### config.mk
export PLATFORM = sky130hd
export DESIGN_NAME = instr_fetch_unit
export DESIGN_NICKNAME = d
export VERILOG_FILES = /design/src/rtl/instr_fetch_unit.sv
export SDC_FILE = /design/constraint.sdc
export NUM_CORES = 1
export LEC_CHECK = 0
export CAP_MARGIN = 5
export CORE_AREA = 2 2 152 124
export CTS_CLUSTER_DIAMETER = 200
export DETAILED_ROUTE_END_ITERATION = 6
export DIE_AREA = 0 0 154 126
export PLACE_DENSITY = 0.74
export SETUP_SLACK_MARGIN = 0.02
export SLEW_MARGIN = 20
export SYNTH_ARGS = -nofsm -noshare
export SYNTH_HDL_FRONTEND = slang
export SYNTH_SLANG_ARGS = --single-unit
### constraint.sdc
create_clock -name clk -period 4.26 [get_ports clk]
set_clock_uncertainty 0.1 [all_clocks]
set_input_delay 0.852 -clock clk [delete_from_list [all_inputs] [get_ports clk]]
set_output_delay 0.852 -clock clk [all_outputs]
set_load 0.03 [all_outputs]
### src/rtl/instr_fetch_unit.sv
// instr_fetch_unit
//   Fetch stage in front of the main decoder. Holds the PC and issues word
//   fetches to instruction memory. The address phase is req/gnt and the data
//   phase is rvalid, with at most one request outstanding. Returned words go
//   into a small shift FIFO. The registered FIFO head is presented to decode
//   with a valid/ready handshake. A redirect flushes buffered and in-flight
//   words.
//
// Ports
//   clk, rst_n                      clock (rising edge), async active-low reset
//   imem_req/imem_addr/imem_gnt     fetch address phase
//   imem_rvalid/imem_rdata          fetch data phase
//   redirect_valid/redirect_pc      PC redirect from execute (low bits ignored)
//   if_valid/if_ready               handshake to decode
//   Instruction/InstrPC/Opcode      head of buffer; NOP/0 when empty
//
// state | meaning
// REQ   | no request outstanding; request issued when the buffer has room
// WAIT  | one request granted, waiting for its rvalid
module instr_fetch_unit #(
  parameter int              XLEN       = 32,
  parameter logic [XLEN-1:0] RESET_PC   = '0,
  parameter int              FIFO_DEPTH = 2
) (
  input  logic            clk,
  input  logic            rst_n,
  output logic            imem_req,
  output logic [XLEN-1:0] imem_addr,
  input  logic            imem_gnt,
  input  logic            imem_rvalid,
  input  logic [31:0]     imem_rdata,
  input  logic            redirect_valid,
  input  logic [XLEN-1:0] redirect_pc,
  output logic            if_valid,
  input  logic            if_ready,
  output logic [31:0]     Instruction,
  output logic [XLEN-1:0] InstrPC,
  output logic [6:0]      Opcode
);

  localparam int            CW      = $clog2(FIFO_DEPTH + 1);
  localparam logic [CW-1:0] DEPTH_C = CW'(FIFO_DEPTH);
  localparam logic [31:0]   NOP     = 32'h0000_0013;

  typedef enum logic {S_REQ = 1'b0, S_WAIT = 1'b1} state_t;

  state_t          state_q, state_d;
  logic [XLEN-1:0] pc_q, pc_d;
  logic [XLEN-1:0] pend_pc_q, pend_pc_d;
  logic            discard_q, discard_d;
  logic [CW-1:0]   count_q, count_d;
  logic [31:0]     instr_q [FIFO_DEPTH];
  logic [31:0]     instr_d [FIFO_DEPTH];
  logic [XLEN-1:0] ipc_q   [FIFO_DEPTH];
  logic [XLEN-1:0] ipc_d   [FIFO_DEPTH];

  logic req_ok, fire, pop, push, outstanding;
  int   wr_idx;

  // Room is judged on the count before any same-cycle pop, so the single
  // outstanding word always has a slot when it returns.
  assign req_ok    = (state_q == S_REQ) && (count_q < DEPTH_C);
  assign imem_req  = rst_n && req_ok;
  assign imem_addr = pc_q;
  assign fire      = req_ok && imem_gnt;

  assign if_valid    = (count_q != '0);
  assign Instruction = if_valid ? instr_q[0] : NOP;
  assign InstrPC     = if_valid ? ipc_q[0] : '0;
  assign Opcode      = Instruction[6:0];

  assign pop  = if_valid && if_ready;
  assign push = (state_q == S_WAIT) && imem_rvalid && !discard_q && !redirect_valid;

  // A response is still owed to us after this edge: its data must be dropped.
  assign outstanding = ((state_q == S_WAIT) && !imem_rvalid) || fire;

  always_comb begin
    state_d   = state_q;
    pc_d      = pc_q;
    pend_pc_d = pend_pc_q;
    discard_d = discard_q;
    count_d   = count_q;
    instr_d   = instr_q;
    ipc_d     = ipc_q;
    wr_idx    = pop ? int'(count_q) - 1 : int'(count_q);

    case (state_q)
      S_REQ: begin
        if (fire) begin
          pend_pc_d = pc_q;
          pc_d      = pc_q + XLEN'(4);
          state_d   = S_WAIT;
        end
      end
      S_WAIT: begin
        if (imem_rvalid) begin
          discard_d = 1'b0;
          state_d   = S_REQ;
        end
      end
      default: state_d = S_REQ;
    endcase

    if (pop) begin
      for (int i = 0; i < FIFO_DEPTH - 1; i++) begin
        instr_d[i] = instr_q[i+1];
        ipc_d[i]   = ipc_q[i+1];
      end
      count_d = count_q - CW'(1);
    end

    if (push) begin
      for (int i = 0; i < FIFO_DEPTH; i++) begin
        if (i == wr_idx) begin
          instr_d[i] = imem_rdata;
          ipc_d[i]   = pend_pc_q;
        end
      end
      count_d = count_d + CW'(1);
    end

    if (redirect_valid) begin
      count_d = '0;
      pc_d    = {redirect_pc[XLEN-1:2], 2'b00};
      if (outstanding) begin
        discard_d = 1'b1;
        state_d   = S_WAIT;
      end else begin
        state_d   = S_REQ;
      end
    end
  end

  always_ff @(posedge clk or negedge rst_n) begin
    if (!rst_n) begin
      state_q   <= S_REQ;
      pc_q      <= RESET_PC;
      pend_pc_q <= '0;
      discard_q <= 1'b0;
      count_q   <= '0;
      for (int i = 0; i < FIFO_DEPTH; i++) begin
        instr_q[i] <= '0;
        ipc_q[i]   <= '0;
      end
    end else begin
      state_q   <= state_d;
      pc_q      <= pc_d;
      pend_pc_q <= pend_pc_d;
      discard_q <= discard_d;
      count_q   <= count_d;
      instr_q   <= instr_d;
      ipc_q     <= ipc_d;
    end
  end

endmodule

==> impl_metrics.csv, run 1 <==
group,metric,value,unit
status,status,"finished, final reports clean",
cells_and_area,area_growth,28.5,%
placement,port_buffers,170,
critical_path,r2r-end,"ipc_q[46]$_DFF_PN0_",
timing,slew_viol_final,0,
clock_network,clock_latency,0.43,ns
clock_network,clock_sinks,190,
timing,max_freq,275,MHz
timing,final.period_utilization,85.4,%
detailed_routing,drcViolationCount,0,
power_and_ir_drop,powerDensity,614,nW/um^2
critical_path,worstPathArrival,2.69,ns
clock_network,cts_made_buffers,17,
critical_path,worst-setup-path-type,"flop to output pin",
placement,placed_cell_area,10700,sq um
clock_network,clk_pin_slew_worst_paths,0.07,ns
synth,ys.flop_type,"dfrtp_1",
critical_path,r2r_slack,1.22,ns
floorplan,fp.dieH,126,um
min_path,hold_path.class,"input pin to asynchronous set/reset pin",
critical_path,crit_chain,"inv_1, ha_2, buf_4, or2_2, clkdlybuf4s50_1",
critical_path,worstPathRequired,3.31,ns
detailed_routing,wl,20400,um
synth,yosysUniqueCellTypes,45,
placement,pre_cts_slack,0.974,ns
detailed_routing,viasPerCell,5.48,
floorplan,io_pins,175,
global_routing,track_usage,21.5,%
cells_and_area,most-common-layout-cells,"190 x dfrtp_1, 169 x clkdlybuf4s50_1, 90 x mux2_2",
synth,synth_top_area_share,54.1,%
global_routing,grt_pass1_wl,32800,um
floorplan,fp-row-count,44,
critical_path,critPathMaxFanout,27,
synth,syn_inst,786,
global_routing,grt_pass1_vias,6159,
critical_path,crit_slowest_cell,"clkdlybuf4s50_1",
global_routing,grt_max_degree,71,
detailed_routing,antenna_left,0,
timing,maxSlewHeadroom,41.3,%
clock_network,postCtsSetupRepairBufs,0,
placement,dp_hpwl,13600,um
synth,async_flop_share,100,%
timing,finalSetupTns,0,ns
clock_network,cts_resized,0,
synth,netlist_area,8790,sq um
synth,yosysTopAreaCell,"dfrtp_1",
detailed_routing,wl_per_cell,17.3,um
timing,min_period,3.64,ns
synth,postSynthAreaPerCell,11.2,sq um
clock_network,cts_buffer_depth,2,
critical_path,end_kind,"output pin",
timing,fin_ws,0.621,ns
clock_network,htree_levels,4,
critical_path,critPathLaunchType,"flop",
global_routing,antenna_found_initial,0,
synth,ys_ff_latch,190,
synth,seq_area_frac_synth,54.1,%
flow_run,max_cap_violations,0,
cells_and_area,final_common_cell,"dfrtp_1",
critical_path,r2r_cells,10,
clock_network,cts_tree,"yes",
global_routing,grt_overflow_total,0,
power_and_ir_drop,p_leak,5.17,nW
power_and_ir_drop,ir_drop,0.000281,V
timing,finalHoldViolations,0,
synth,yosys-top-cells-area,"dfrtp_1 54%, mux2_2 12%, mux2i_1 7.2%, nor2b_1 4.3%, a21oi_1 3.6%",
timing,finalSetupViolCount,0,
clock_network,ctsHoldBuffers,0,
synth,synth-warning-count,0,
critical_path,crit_path_max_incr_delay,0.66,ns
critical_path,rr_startpoint,"count_q[1]$_DFF_PN0_",
detailed_routing,drt_iter0_drc,414,
cells_and_area,n_antenna_cell,0,
timing,tightest_slew,0.881,ns
floorplan,initial_utilization,49.1,%
detailed_routing,vias,6464,
cells_and_area,fin_nets,1011,
timing,rsz0062_at_grt,"no",
floorplan,fp.dieW,154,um
detailed_routing,drt-pass1-iter-count,4,
cells_and_area,fin_area,11300,sq um
placement,place_congestion,0.800,
synth,synth-edff-count,0,
clock_network,cts_root_buffer,"clkbuf_16",
floorplan,die_area,19400,sq um
cells_and_area,drive_gt1_share,15.9,%
floorplan,core_area,17900,sq um
sequential cells by signal, indices dropped and copies added, names as in the netlist:
signal,flops
instr_q,64
state_q,1
ipc_q,62
discard_q,1
pend_pc_q,30
count_q,2
imem_addr,30
per-stage QoR:
step / utilization (%) / hold WS, ns / cells / power [mW]
2_1_floorplan: - / 0.349 / 787 / 4.56
3_3_place_gp: 60.0 / 0.370 / 1147 / 5.38
3_5_place_dp: 60.0 / 0.391 / 1147 / 5.47
4_1_cts: 63.1 / 0.143 / 1179 / 6.99
5_1_grt: 63.1 / 0.138 / 1179 / 7.35
6_report: 63.1 / 0.157 / 1179 / 6.94
cell type report:
class	instances	area [sq um]
multi-input combinational	523	3760
clock inverter	12	113
tap	230	288
inverter	15	56.3
sequential	190	4750
clock buffer	20	447
timing repair buffer	189	1870
fill	1442	6600
power breakdown:
part	total (mW)	switching (mW)	internal (mW)	leakage [nW]
logic	2.58	1.34	1.25	2.50
clock network	1.51	0.685	0.826	0.265
registers	2.84	0.388	2.46	2.40
total	6.94	2.41	4.53	5.17
critical path, delay by kind of cell (launching register included):
family / cells / cell delay [ns]
simple gates: 1 / 0.19
flops: 1 / 0.46
fa+ha+maj: 1 / 0.43
buf+inv: 3 / 1.16
routing by layer:
layer	up-vias	part of all wire, %	global-route usage [%]
met1	3177	48	31.4
li1	3051	-	-
met3	18	6.4	5.57
met4	0	1.1	5.17
met5	-	0	0
met2	218	45	32.4
how the worst max path moves through the flow:
| stage | from | end | slack (ns) | depth (start not counted) |
|---|---|---|---|---|
| 2_1_floorplan | if_ready | instr_q[0]$_DFFE_PN0P_ | 1.04 | 9 |
| 3_3_place_gp | imem_gnt | imem_addr[25]$_DFFE_PN0P_ | 1.01 | 5 |
| 3_5_place_dp | imem_gnt | imem_addr[25]$_DFFE_PN0P_ | 0.97 | 5 |
| 4_1_cts | count_q[1]$_DFF_PN0_ | Instruction[1] | 0.60 | 5 |
| 5_1_grt | count_q[1]$_DFF_PN0_ | Instruction[1] | 0.46 | 5 |
| 6_report | count_q[1]$_DFF_PN0_ | Instruction[1] | 0.62 | 5 |
Yosys cell counts, types with 3 or more instances:
| cell type | n |
|---|---|
| dfrtp_1 | 190 |
| mux2_2 | 90 |
| nor2_1 | 81 |
| a21oi_1 | 63 |
| mux2i_1 | 63 |
| nor2b_1 | 61 |
| clkbuf_1 | 46 |
| nand2_1 | 24 |
| nand3_1 | 19 |
| or4_1 | 19 |
| a31oi_1 | 15 |
| inv_1 | 14 |
| o21ai_0 | 13 |
| o31ai_1 | 13 |
| buf_4 | 9 |
| nand4_1 | 8 |
| xnor2_1 | 6 |
| ha_1 | 5 |
| o211ai_1 | 4 |
| or2_2 | 4 |
| xor2_1 | 4 |
| or3_1 | 3 |
cell families after synthesis:
family          after synthesis  share of synthesized area [%]
compound gates              116                           7.63
xor+xnor                     10                          0.997
fa+ha+maj                     5                          0.712
buf+inv                      74                           3.66
flops                       190                           54.1
mux                         153                           18.7
other cells                   1                         0.0427
simple gates                237                           14.1
Power figures use the tool's default switching activity.
==> inputs of run 2 (changes only) <==
--- a/config.mk
+++ b/config.mk
@@ -7,7 +7,7 @@
 export LEC_CHECK = 0
 export CAP_MARGIN = 5
 export CORE_AREA = 2 2 152 124
-export CTS_CLUSTER_DIAMETER = 200
+export CTS_CLUSTER_DIAMETER = 30
 export DETAILED_ROUTE_END_ITERATION = 6
 export DIE_AREA = 0 0 154 126
 export PLACE_DENSITY = 0.74
==> results of run 2 <==
Final layout, timing and power as in run 1 (identical DEF).
